--- src/rtl/breadboard_pkg.sv ---
// Shared definitions for the breadboard decoder: widths, the 16-entry
// breadboard truth table and the decoder FSM state encoding.
package breadboard_pkg;

    localparam int PAT_W  = 10;
    localparam int CODE_W = 4;

    // Packed with entry 15 in the most significant slot so BB_TABLE[i] is entry i.
    localparam logic [15:0][PAT_W-1:0] BB_TABLE = {
        10'h266, 10'h0E3, 10'h35B, 10'h376,
        10'h0CF, 10'h205, 10'h38D, 10'h0E9,
        10'h3B6, 10'h133, 10'h335, 10'h1EE,
        10'h1BE, 10'h318, 10'h049, 10'h194
    };

    typedef enum logic [1:0] {
        ST_IDLE,
        ST_SEARCH,
        ST_DONE
    } state_t;

endpackage

--- src/rtl/breadboard_eval.sv ---
// Combinational breadboard model: maps a 4-bit input code to its 10-bit
// output pattern.
module breadboard_eval
    import breadboard_pkg::*;
(
    input  logic [CODE_W-1:0] idx,
    output logic [PAT_W-1:0]  pattern
);

    assign pattern = BB_TABLE[idx];

endmodule

--- src/rtl/breadboard_decoder.sv ---
// Inverse of the breadboard: serially sweeps the table one entry per cycle
// to recover the input code for an accepted output pattern.
module breadboard_decoder
    import breadboard_pkg::*;
#(
    parameter int CNT_W = 8
) (
    input  logic              clk,
    input  logic              rst_n,
    input  logic              in_valid,
    output logic              in_ready,
    input  logic [PAT_W-1:0]  in_pattern,
    output logic              out_valid,
    input  logic              out_ready,
    output logic [CODE_W-1:0] out_code,
    output logic              out_hit,
    output logic              busy,
    output logic [CNT_W-1:0]  miss_cnt
);

    state_t             state;
    state_t             state_next;
    logic [CODE_W-1:0]  idx;
    logic [PAT_W-1:0]   pat_reg;
    logic [PAT_W-1:0]   tbl_pat;
    logic               accept;
    logic               match;
    logic               last;

    breadboard_eval u_eval (
        .idx     (idx),
        .pattern (tbl_pat)
    );

    assign in_ready  = (state == ST_IDLE);
    assign out_valid = (state == ST_DONE);
    assign busy      = (state == ST_SEARCH);

    assign accept = in_valid && in_ready;
    assign match  = (tbl_pat == pat_reg);
    assign last   = &idx;

    always_comb begin
        state_next = state;
        case (state)
            ST_IDLE:   if (in_valid)       state_next = ST_SEARCH;
            ST_SEARCH: if (match || last)  state_next = ST_DONE;
            ST_DONE:   if (out_ready)      state_next = ST_IDLE;
            default:                       state_next = ST_IDLE;
        endcase
    end

    always_ff @(posedge clk or negedge rst_n) begin
        if (!rst_n) begin
            state <= ST_IDLE;
        end else begin
            state <= state_next;
        end
    end

    // Pattern latch is pure data; it is only consulted after a fresh accept.
    always_ff @(posedge clk) begin
        if (accept) begin
            pat_reg <= in_pattern;
        end
    end

    always_ff @(posedge clk or negedge rst_n) begin
        if (!rst_n) begin
            idx      <= '0;
            out_code <= '0;
            out_hit  <= 1'b0;
            miss_cnt <= '0;
        end else begin
            if (accept) begin
                idx <= '0;
            end else if (busy && !match && !last) begin
                idx <= idx + CODE_W'(1);
            end

            if (busy) begin
                if (match) begin
                    out_code <= idx;
                    out_hit  <= 1'b1;
                end else if (last) begin
                    out_code <= '0;
                    out_hit  <= 1'b0;
                    if (miss_cnt != '1) begin
                        miss_cnt <= miss_cnt + CNT_W'(1);
                    end
                end
            end
        end
    end

endmodule

--- config.mk ---
export PLATFORM = sky130hd
export DESIGN_NAME = breadboard_decoder
export DESIGN_NICKNAME = d
export VERILOG_FILES = /design/src/rtl/breadboard_pkg.sv /design/src/rtl/breadboard_eval.sv /design/src/rtl/breadboard_decoder.sv
export SDC_FILE = /design/constraint.sdc
export NUM_CORES = 1
export LEC_CHECK = 0
export ABC_AREA = 1
export BUFFER_PORTS_ARGS = -buffer_cell sky130_fd_sc_hd__buf_2
export CORE_MARGIN = 3
export CORE_UTILIZATION = 25
export CTS_CLUSTER_DIAMETER = 120
export CTS_CLUSTER_SIZE = 20
export DETAILED_ROUTE_END_ITERATION = 16
export GPL_TIMING_DRIVEN = 0
export HOLD_SLACK_MARGIN = 0.06
export SETUP_SLACK_MARGIN = 0.05
export SLEW_MARGIN = 0
export SYNTH_ARGS = -nofsm -noshare
export SYNTH_HDL_FRONTEND = slang
export SYNTH_SLANG_ARGS = --single-unit
--- constraint.sdc ---
create_clock -name clk -period 2.4 [get_ports clk]
set_clock_uncertainty 0.2 [all_clocks]
set_input_delay 0.48 -clock clk [delete_from_list [all_inputs] [get_ports clk]]
set_output_delay 0.48 -clock clk [all_outputs]
set_load 0.01 [all_outputs]
== Word-level counts from Yosys, hierarchy flattened ==
Memories as Yosys holds them, arrays and structs flattened.
Index checks and enable logic that the tools add are counted.

* Flip-flop bits (word level): 29
* Memory bits (read-only): 160
* Bits of input ports: 14
* Output and inout bits: 16
* Word-level logic and storage cells: 42
* Memories: 1

* Add/sub/neg operators: 2
* Order comparisons: 1
* Eq/ne operators: 7
* Muxes and demuxes: 11
* Bitwise gates (word level): 1
* Reduce and logical (&&, ||, !) cells: 13

{| class="wikitable"
|+ Memories
! name !! words !! bits a word !! read ports !! clocked after Yosys merged registers in !! wr ports !! line !! source
|-
| (no name shown) || 16 || 10 || 1 || 0 || 0 || breadboard_eval.sv:10 || <nowiki>assign pattern = BB_TABLE[idx];</nowiki>
|}

{| class="wikitable"
|+ Operator list
! cell !! number
|-
| $mux W4 || 4
|-
| $eq A10 B10 Y1 || 1
|-
| $mux W10 || 1
|-
| $add A8 B1 Y8 const B || 1
|-
| $ne A8 B8 Y1 const B || 1
|-
| $reduce_and A7 Y1 || 1
|-
| $mux W2 || 3
|-
| $pmux W2 S3 || 1
|-
| $lt A4 B5 Y1 const B || 1
|-
| $add A4 B1 Y4 const B || 1
|-
| $ne A2 B1 Y1 const B || 2
|-
| $reduce_and A4 Y1 || 1
|-
| $reduce_bool A2 Y1 || 2
|-
| $logic_and A1 B1 Y1 || 3
|-
| $reduce_and A3 Y1 || 1
|-
| $eq A2 B1 Y1 const B || 1
|-
| $eq A2 B2 Y1 const B || 1
|-
| $logic_not A1 Y1 || 2
|-
| $logic_not A2 Y1 || 1
|-
| $mux W1 || 2
|-
| $ne A2 B2 Y1 const B || 1
|-
| $reduce_and A2 Y1 || 1
|-
| $logic_or A1 B1 Y1 || 1
|-
| $not A1 Y1 || 1
|}

== Depth between registers and ports, before layout ==
Gate-level depths: netlist (run 1).

* Depth in word-level cells: 8
* Gate-level depth with buffers: 16
* Depth with buffers taken out: 16

== Cells and area by module ==
Synthesis (run 1) repeated with hierarchy kept, for this count alone.

* Cell total of the unflattened synthesis: 229
* Area, all modules: 1808.0 µm²

{| class="wikitable"
|+ By module, submodules not included
! module !! times used !! cells an instance !! area each (µm²) !! sequential area each (µm²)
|-
| breadboard_decoder || 1 || 158 || 1435.1 || 775.7
|-
| breadboard_eval || 1 || 71 || 372.9 || 0.0
|}

== Worst setup path after synthesis (run 1) ==
Ideal clock, no wire load.

* Path type: reg2reg
* From: reg idx[0]
* To: reg idx[3]
* Setup time: 118 ps
* Arrival: 1895 ps
* Data required time: 2082 ps
* Setup slack: 187 ps
* Cell stages (with the launch flop): 16
* Buffers on the path: 1
* Clock period less this slack: 2213 ps
* Cells stage by stage: dfrtp_1 > inv_1 > ha_1 > nand2_1 > nand2_1 > nand2_1 > nand2_1 > nand2_1 > nand2_1 > nor2_1 > nand2_1 > inv_1 > nand2_2 > buf_6 > nand4_1 > nand2_1

* Longest elaborated chain between the ends: 7
* Elaborated cells between the ends (all ways): 12
* Classes of those cells: add/sub (1); eq/ne (1); mux (3); reduce/logical (6); memory (1)

{| class="wikitable"
|+ RTL lines
! item !! line !! source
|-
| start: declaration || breadboard_decoder.sv:23 || <nowiki>logic [CODE_W-1:0] idx;</nowiki>
|-
| start signal: assignment || breadboard_decoder.sv:78 || <nowiki>idx <= idx + CODE_W'(1);</nowiki>
|-
| $mem_v2 Z16 W10 || - ||
|-
| $mux W10 (not written as such) || breadboard_eval.sv:10 ||
|-
| $eq A10 B10 Y1 || breadboard_decoder.sv:40 || <nowiki>assign match = (tbl_pat == pat_reg);</nowiki>
|-
| $logic_not A1 Y1 || breadboard_decoder.sv:77 || <nowiki>end else if (busy && !match && !last) begin</nowiki>
|-
| $logic_and A1 B1 Y1 (2 in a row) || breadboard_decoder.sv:77 ||
|-
| $reduce_bool A2 Y1 (no line) || - ||
|}

Parallel ways exist; a longest one is shown, timed or not. The select of a mux whose other input is x is not followed.
A chain may end at the register's enable or synchronous reset.

== Worst setup path after layout (run 1) ==
* From: reg idx[0]
* To: reg idx[0]

The elaborated chain is that of the path after synthesis.

==> flow_metrics.env, run 1 <==
export IMPL_crit_fanout=5
export IMPL_routabilityCongestion=0.835
export IMPL_tritoncts="yes"
export IMPL_swShare_pct=45.2
export IMPL_ir_worst_vdd_mv=0.394
export IMPL_critPathKind="flip-flop to flip-flop"
export IMPL_die_w_um=92.6
export IMPL_grt_pass1_wl_mm=7.04
export IMPL_hold_start="in_pattern[2]"
export IMPL_critical_path_startpoint_type="flip-flop"
export IMPL_hp_class="primary input to flip-flop"
export IMPL_cts_buffers=5
export IMPL_fill_cells=738
export IMPL_syn2layout_area_growth_pct=30.5
export IMPL_synthAdderAreaFrac_pct=6.00
export IMPL_cts_buffer_depth=2
export IMPL_synth_mux_area_share_pct=0
export IMPL_power_switching_mw=1.28
export IMPL_grt_pass1_vias=1538
export IMPL_largest_register_ffs=10
export IMPL_overflow=0
export IMPL_max_cap_viol_count=0
export IMPL_power_density_mw_per_mm2=1160
export IMPL_synth_top_family_by_area="simple AND/OR/NAND/NOR gates"
export IMPL_p_leak_nw=1.28
export IMPL_pin_count=30
export IMPL_drive_gt1_share_pct=30.9
export IMPL_die_area_mm2=0.00858
export IMPL_routed_wirelength_mm=4.44
export IMPL_fmaxAchievable_mhz=443
export IMPL_first_iter_violations=123
export IMPL_r2r_cells=16
export IMPL_timing_hold_ws_ps=168
export IMPL_fp_row_count=30
export IMPL_hold_violations=0
export IMPL_cp_top_family="simple AND/OR/NAND/NOR gates"
export IMPL_io_buffers=29
export IMPL_finalMaxSlewViolations=0
export IMPL_ys_warn_count=0
export IMPL_max_stage_delay_ps=450
export IMPL_grt_use_total_pct=10.1
export IMPL_slowest_stage="dfrtp_2"
export IMPL_cts_htree_levels=2
export IMPL_ff_latch_area_um2=779
export IMPL_fin_nets=320
export IMPL_drc=0
export IMPL_preCtsSetupSlack_ps=-284
export IMPL_setup_slack_ps=142
export IMPL_holdPathStages=1
export IMPL_crit_chain="clkinvlp_4, buf_6, ha_4, nand2_2, nand2_1, nand2_1, buf_4, nand3b_1, nand2_1, nor2_1, nand2_1, inv_2, nand2_4, buf_6, nand4_1, nand2_1"
export IMPL_crit_path_end_kind="flip-flop"
export IMPL_min_to="pat_reg[2]"
export IMPL_syn_area_per_cell_um2=7.57
export IMPL_rr_endpoint="idx[0]"
export IMPL_reg2reg_slack_ps=140
export IMPL_drt_antenna_violating_nets=0
export IMPL_synth_xor_area_share_pct=3.27
export IMPL_setup_viol=0
export IMPL_worst_pin_slew_ps=435
export IMPL_pwr_share_seq_pct=26.1
export IMPL_dp_hpwl_mm=3.00
export IMPL_rsz0062_at_grt="true"
export IMPL_relSlewSlack_pct=71.0
export IMPL_internal_power_mw=1.55
export IMPL_vias=1720
export IMPL_core_area_mm2=0.00702
export IMPL_clkPwrFrac_pct=14.2
export IMPL_grt_start_max_net_pins=20
export IMPL_root_buffer="clkbuf_8"
export IMPL_cts_clk_slew_worst_paths_ps=70
export IMPL_ys_ff_latch=29
export IMPL_synth_fp_nets=271
export IMPL_crit_required_ps=2380
export IMPL_synth_cell_types=24
export IMPL_ys_seq_area_share_pct=41.3
export IMPL_die_h_um=92.6
export IMPL_final_common_cell="nand2_1"
export IMPL_antenna_found_initial=0
export IMPL_yosys_area_share_simple_pct=38.5
export IMPL_multi_input_comb_area_mm2=0.00102
export IMPL_status="complete, no violations"
export IMPL_syn_cell_area_mm2=0.00188
export IMPL_period_minus_slack_ps=2260
export IMPL_cp_common_cell="nand2_1"
export IMPL_timing_rr_start="idx[0]"
export IMPL_synthCells=248
export IMPL_synth_compound_area_share_pct=1.60
export IMPL_dr_pass1_iters=4
export IMPL_cts_sinks=29
export IMPL_start_util_pct=26.7
export IMPL_post_route_period_util_pct=94.1
export IMPL_crit_buf_inv=5
export IMPL_vias_per_cell=4.37
export IMPL_final_cell_mix="90 x nand2_1, 38 x nand3_1, 29 x buf_2, 23 x inv_1, 16 x dfrtp_1"
export IMPL_combPwrFrac_pct=59.7
export IMPL_clkLatencyLatePin_ps=280
export IMPL_wire_per_inst_um=11.3
export IMPL_tns_ps=0
export IMPL_num_antenna_cells=0
export IMPL_cp_arrival_ps=2240
[Yosys cell counts]
cell type,instances,area [µm²]
edfxtp_1,10,300
nand3_1,42,210
nor2_4,1,11.3
nor2_2,2,12.5
o21ai_2,1,8.76
nand2_4,1,11.3
nor3_1,3,15.0
nand3b_1,2,15.0
clkinv_2,1,5.00
xnor2_1,4,35.0
nor2_1,8,30.0
dfrtp_1,19,475
buf_6,5,56.3
o21ai_1,2,10.0
ha_1,9,113
nand2_1,96,360
o21bai_2,1,11.3
inv_1,27,101
nand2_2,2,12.5
or2_0,1,6.26
nand4_1,3,18.8
nand3_2,2,20.0
xor2_1,3,26.3
inv_2,3,11.3
[power groups by stage]
stage / combinational (mW) / sequential, mW / clock, mW
floorplan: 0.988 / 0.756 / 0
global placement: 1.28 / 0.763 / 0
detailed placement: 1.29 / 0.765 / 0
CTS: 1.46 / 0.742 / 0.415
global route: 1.90 / 0.759 / 0.436
finish: 1.69 / 0.739 / 0.403
[layer usage]
| layer | GRT usage (%) | up-vias | share of wire, % |
|---|---|---|---|
| met5 | 0 | - | 0 |
| met3 | 1.95 | 6 | 3.2 |
| met2 | 16.4 | 43 | 47 |
| met4 | 2.56 | 0 | 0.99 |
| met1 | 13.8 | 779 | 48 |
| li1 | - | 892 | - |
[how the worst max path moves through the flow]
| stage | cells past startpoint | end | start |
|---|---|---|---|
| 2_1_floorplan | 15 | idx[3] | idx[0] |
| 3_3_place_gp | 14 | idx[3] | idx[0] |
| 3_5_place_dp | 14 | idx[1] | idx[0] |
| 4_1_cts | 16 | idx[3] | idx[0] |
| 5_1_grt | 14 | idx[3] | idx[1] |
| 6_report | 16 | idx[0] | idx[0] |
[cell families after synthesis]
group                      Yosys count
AOI/OAI and AO/OA                    4
xor gates and xnor gates             7
adders and majority gates            9
buffers and inverters               36
DFF                                 29
and+or+nand+nor                    163
[stage by stage]
stage	cell area (µm²)	power [mW]	instances	util, %
floorplan	1880	1.74	248	-
global placement	2140	2.04	373	30.5
detailed placement	2140	2.06	373	30.5
CTS	2310	2.61	389	32.9
global route	2450	3.09	394	34.9
finish	2450	2.83	394	34.9
[layout make-up]
type,instances,share of cell area (%)
Buffer,5,2.30
Tap cell,96,4.91
Inverter,31,5.11
Sequential cell,29,31.8
Multi-Input combinational cell,183,41.7
Timing Repair Buffer,42,10.6
Clock buffer,5,2.81
Clock inverter,3,0.664
[what timing repair did]
action	in CTS	in global routing
endpoints found under the setup margin	19	19
pin swaps	0	13
cloned	0	1
buffers inserted	7	4
resized for setup	6	28
hold endpoints to repair	19	0
hold buffers	1	0
(Power assumes the default switching activity.)
==> inputs of run 2 (changes only) <==
- CELL_PAD_IN_SITES_DETAIL_PLACEMENT: not set -> 0
- CELL_PAD_IN_SITES_GLOBAL_PLACEMENT: not set -> 2
- PLACE_DENSITY_LB_ADDON: not set -> 0.1
- clock period: 2.4 -> 2.5 ns (I/O delays scaled with it)
==> run 2 against run 1 <==
  * Cell count fell by 0.76%
  * Sequential power fell by 3.7%
  * Via count shrank 1.1%
  * Combinational power down 5%
  * Maximum frequency is 3.9% lower
  * Die area stayed put
  * First-iteration DRC count is 38% lower
  * Sequential share of layout area rose by 0.51 points
  * Count of clock-buffer cells in the layout grew 1
  * Design area shrank 1.7%
  * Core utilization fell by 0.61 points
  * Setup slack gained 9.2 ps
  * Critical endpoint unchanged
==> flow_metrics.env, run 2 (synthesized netlist as in run 1, its figures left out) <==
export IMPL_status="complete, no violations"
export IMPL_crit_required_ps=2470
export IMPL_tritoncts="yes"
export IMPL_hp_class="primary input to flip-flop"
export IMPL_critPathKind="flip-flop to flip-flop"
export IMPL_syn2layout_area_growth_pct=28.2
export IMPL_grt_use_total_pct=12.2
export IMPL_grt_start_max_net_pins=20
export IMPL_fill_cells=805
export IMPL_ff_latch_area_um2=778
export IMPL_die_w_um=92.6
export IMPL_wirelength_met1_mm=2.62
export IMPL_drt_antenna_violating_nets=0
export IMPL_highest_layer="met4"
export IMPL_fmaxAchievable_mhz=426
export IMPL_setup_viol=0
export IMPL_overflow=0
export IMPL_routabilityCongestion=0.717
export IMPL_power_density_mw_per_mm2=1130
export IMPL_wl_met3_um=157
export IMPL_power_switching_mw=1.25
export IMPL_largest_register_ffs=10
export IMPL_rsz0062_at_grt="false"
export IMPL_clkPwrFrac_pct=14.3
export IMPL_vias_per_cell=4.35
export IMPL_crit_fanout=10
export IMPL_period_minus_slack_ps=2350
export IMPL_cp_top_family="simple AND/OR/NAND/NOR gates"
export IMPL_io_buffers=29
export IMPL_post_route_period_util_pct=94.0
export IMPL_root_buffer="clkbuf_8"
export IMPL_final_util_pct=34.3
export IMPL_swShare_pct=46.1
export IMPL_routed_wirelength_mm=5.03
export IMPL_cts_clk_slew_worst_paths_ps=70
export IMPL_cts_sinks=29
export IMPL_fin_nets=317
export IMPL_timing_hold_ws_ps=189
export IMPL_pwr_share_seq_pct=26.3
export IMPL_first_iter_violations=76
export IMPL_final_common_cell="nand2_1"
export IMPL_vias=1701
export IMPL_crit_buf_inv=3
export IMPL_ir_worst_vdd_mv=0.386
export IMPL_cp_arrival_ps=2320
export IMPL_cts_buffers=5
export IMPL_crit_chain="buf_6, ha_1, inv_1, ha_4, or2_0, nand3_1, nand2_1, nor2_2, nand2_2, nor2_4, nand2_4, buf_8, nand4_1, nand2_1"
export IMPL_max_cap_viol_count=0
export IMPL_wire_per_inst_um=12.9
export IMPL_num_antenna_cells=0
export IMPL_met2_wirelength_mm=2.20
export IMPL_grt_pass1_vias=1591
export IMPL_die_area_mm2=0.00858
export IMPL_core_area_mm2=0.00702
export IMPL_pin_count=30
export IMPL_dp_hpwl_mm=3.50
export IMPL_p_leak_nw=1.26
export IMPL_start_util_pct=26.7
export IMPL_drc=0
export IMPL_cts_buffer_depth=2
export IMPL_critical_path_startpoint_type="flip-flop"
export IMPL_finalMaxSlewViolations=0
export IMPL_worst_pin_slew_ps=521
export IMPL_antenna_found_initial=0
export IMPL_cp_common_cell="nand2_1"
export IMPL_multi_input_comb_area_mm2=0.00100
export IMPL_fp_row_count=30
export IMPL_clkLatencyLatePin_ps=280
export IMPL_relSlewSlack_pct=65.2
export IMPL_grt_pass1_wl_mm=8.25
export IMPL_internal_power_mw=1.46
export IMPL_max_stage_delay_ps=430
export IMPL_dr_pass1_iters=4
export IMPL_crit_path_end_kind="flip-flop"
export IMPL_final_cell_mix="92 x nand2_1, 39 x nand3_1, 29 x buf_2, 22 x inv_1, 17 x dfrtp_1"
export IMPL_cts_htree_levels=2
export IMPL_slowest_stage="dfrtp_2"
export IMPL_drive_gt1_share_pct=29.2
export IMPL_die_h_um=92.6
export IMPL_hold_violations=0
export IMPL_combPwrFrac_pct=59.4
## run 2: layer usage
| layer | GRT usage [%] | vias up |
|---|---|---|
| li1 | - | 885 |
| met1 | 18.8 | 783 |
| met2 | 17.2 | 27 |
| met3 | 2.68 | 6 |
| met4 | 2.93 | 0 |
| met5 | 0 | - |
## run 2: area by class of cell
type	count	area share, %
inverters	31	5.25
well taps	96	4.99
clock inverters	2	0.416
repair buffers	39	9.72
plain buffers	5	2.50
clock buffers	6	3.02
multi-input cells	183	41.8
flip-flops and latches	29	32.3
## run 2: stage by stage
| step | TNS [ps] | power, mW | instance area, µm² | std cells | setup slack, ps |
|---|---|---|---|---|---|
| finish | 0 | 2.71 | 2410 | 391 | 151 |
| global placement | -5790 | 2.03 | 2140 | 373 | -351 |
| global route | 0 | 3.02 | 2410 | 391 | 8.29 |
| detailed placement | -5230 | 2.03 | 2140 | 373 | -328 |
| floorplan | 0 | 1.67 | 1880 | 248 | 287 |
| CTS | 0 | 2.52 | 2280 | 387 | 84.9 |
## run 2: what timing repair did
| action | 4_1_cts | 5_1_grt |
|---|---|---|
| setup buffers | 5 | 4 |
| resized for setup | 5 | 27 |
| pin swaps | 0 | 9 |
| hold buffers | 1 | 0 |
| hold endpoints to repair | 19 | 0 |
| endpoints found under the setup margin | 19 | 16 |
## run 2: power groups by stage
stage / Clock, mW / Sequential [mW] / Combinational, mW
after floorplan: 0 / 0.725 / 0.948
after global placement: 0 / 0.733 / 1.30
after detailed placement: 0 / 0.737 / 1.29
after CTS: 0.408 / 0.706 / 1.41
after global routing: 0.432 / 0.732 / 1.86
final: 0.388 / 0.712 / 1.61
## run 2: path summary, 6_finish.rpt
kind / startpoint / endpoint / slack (ps) / cells past startpoint
setup / recovery: idx[0] / idx[0] / 150 / 14
hold / removal: in_pattern[4] / pat_reg[4] / 190 / 1
setup reg to reg: idx[0] / idx[0] / 150 / 14
hold reg to reg: out_hit / out_hit / 280 / 2
max in group asynchronous: rst_n / idx[0] / 1250 / 2
min in group asynchronous: rst_n / out_hit / 500 / 2
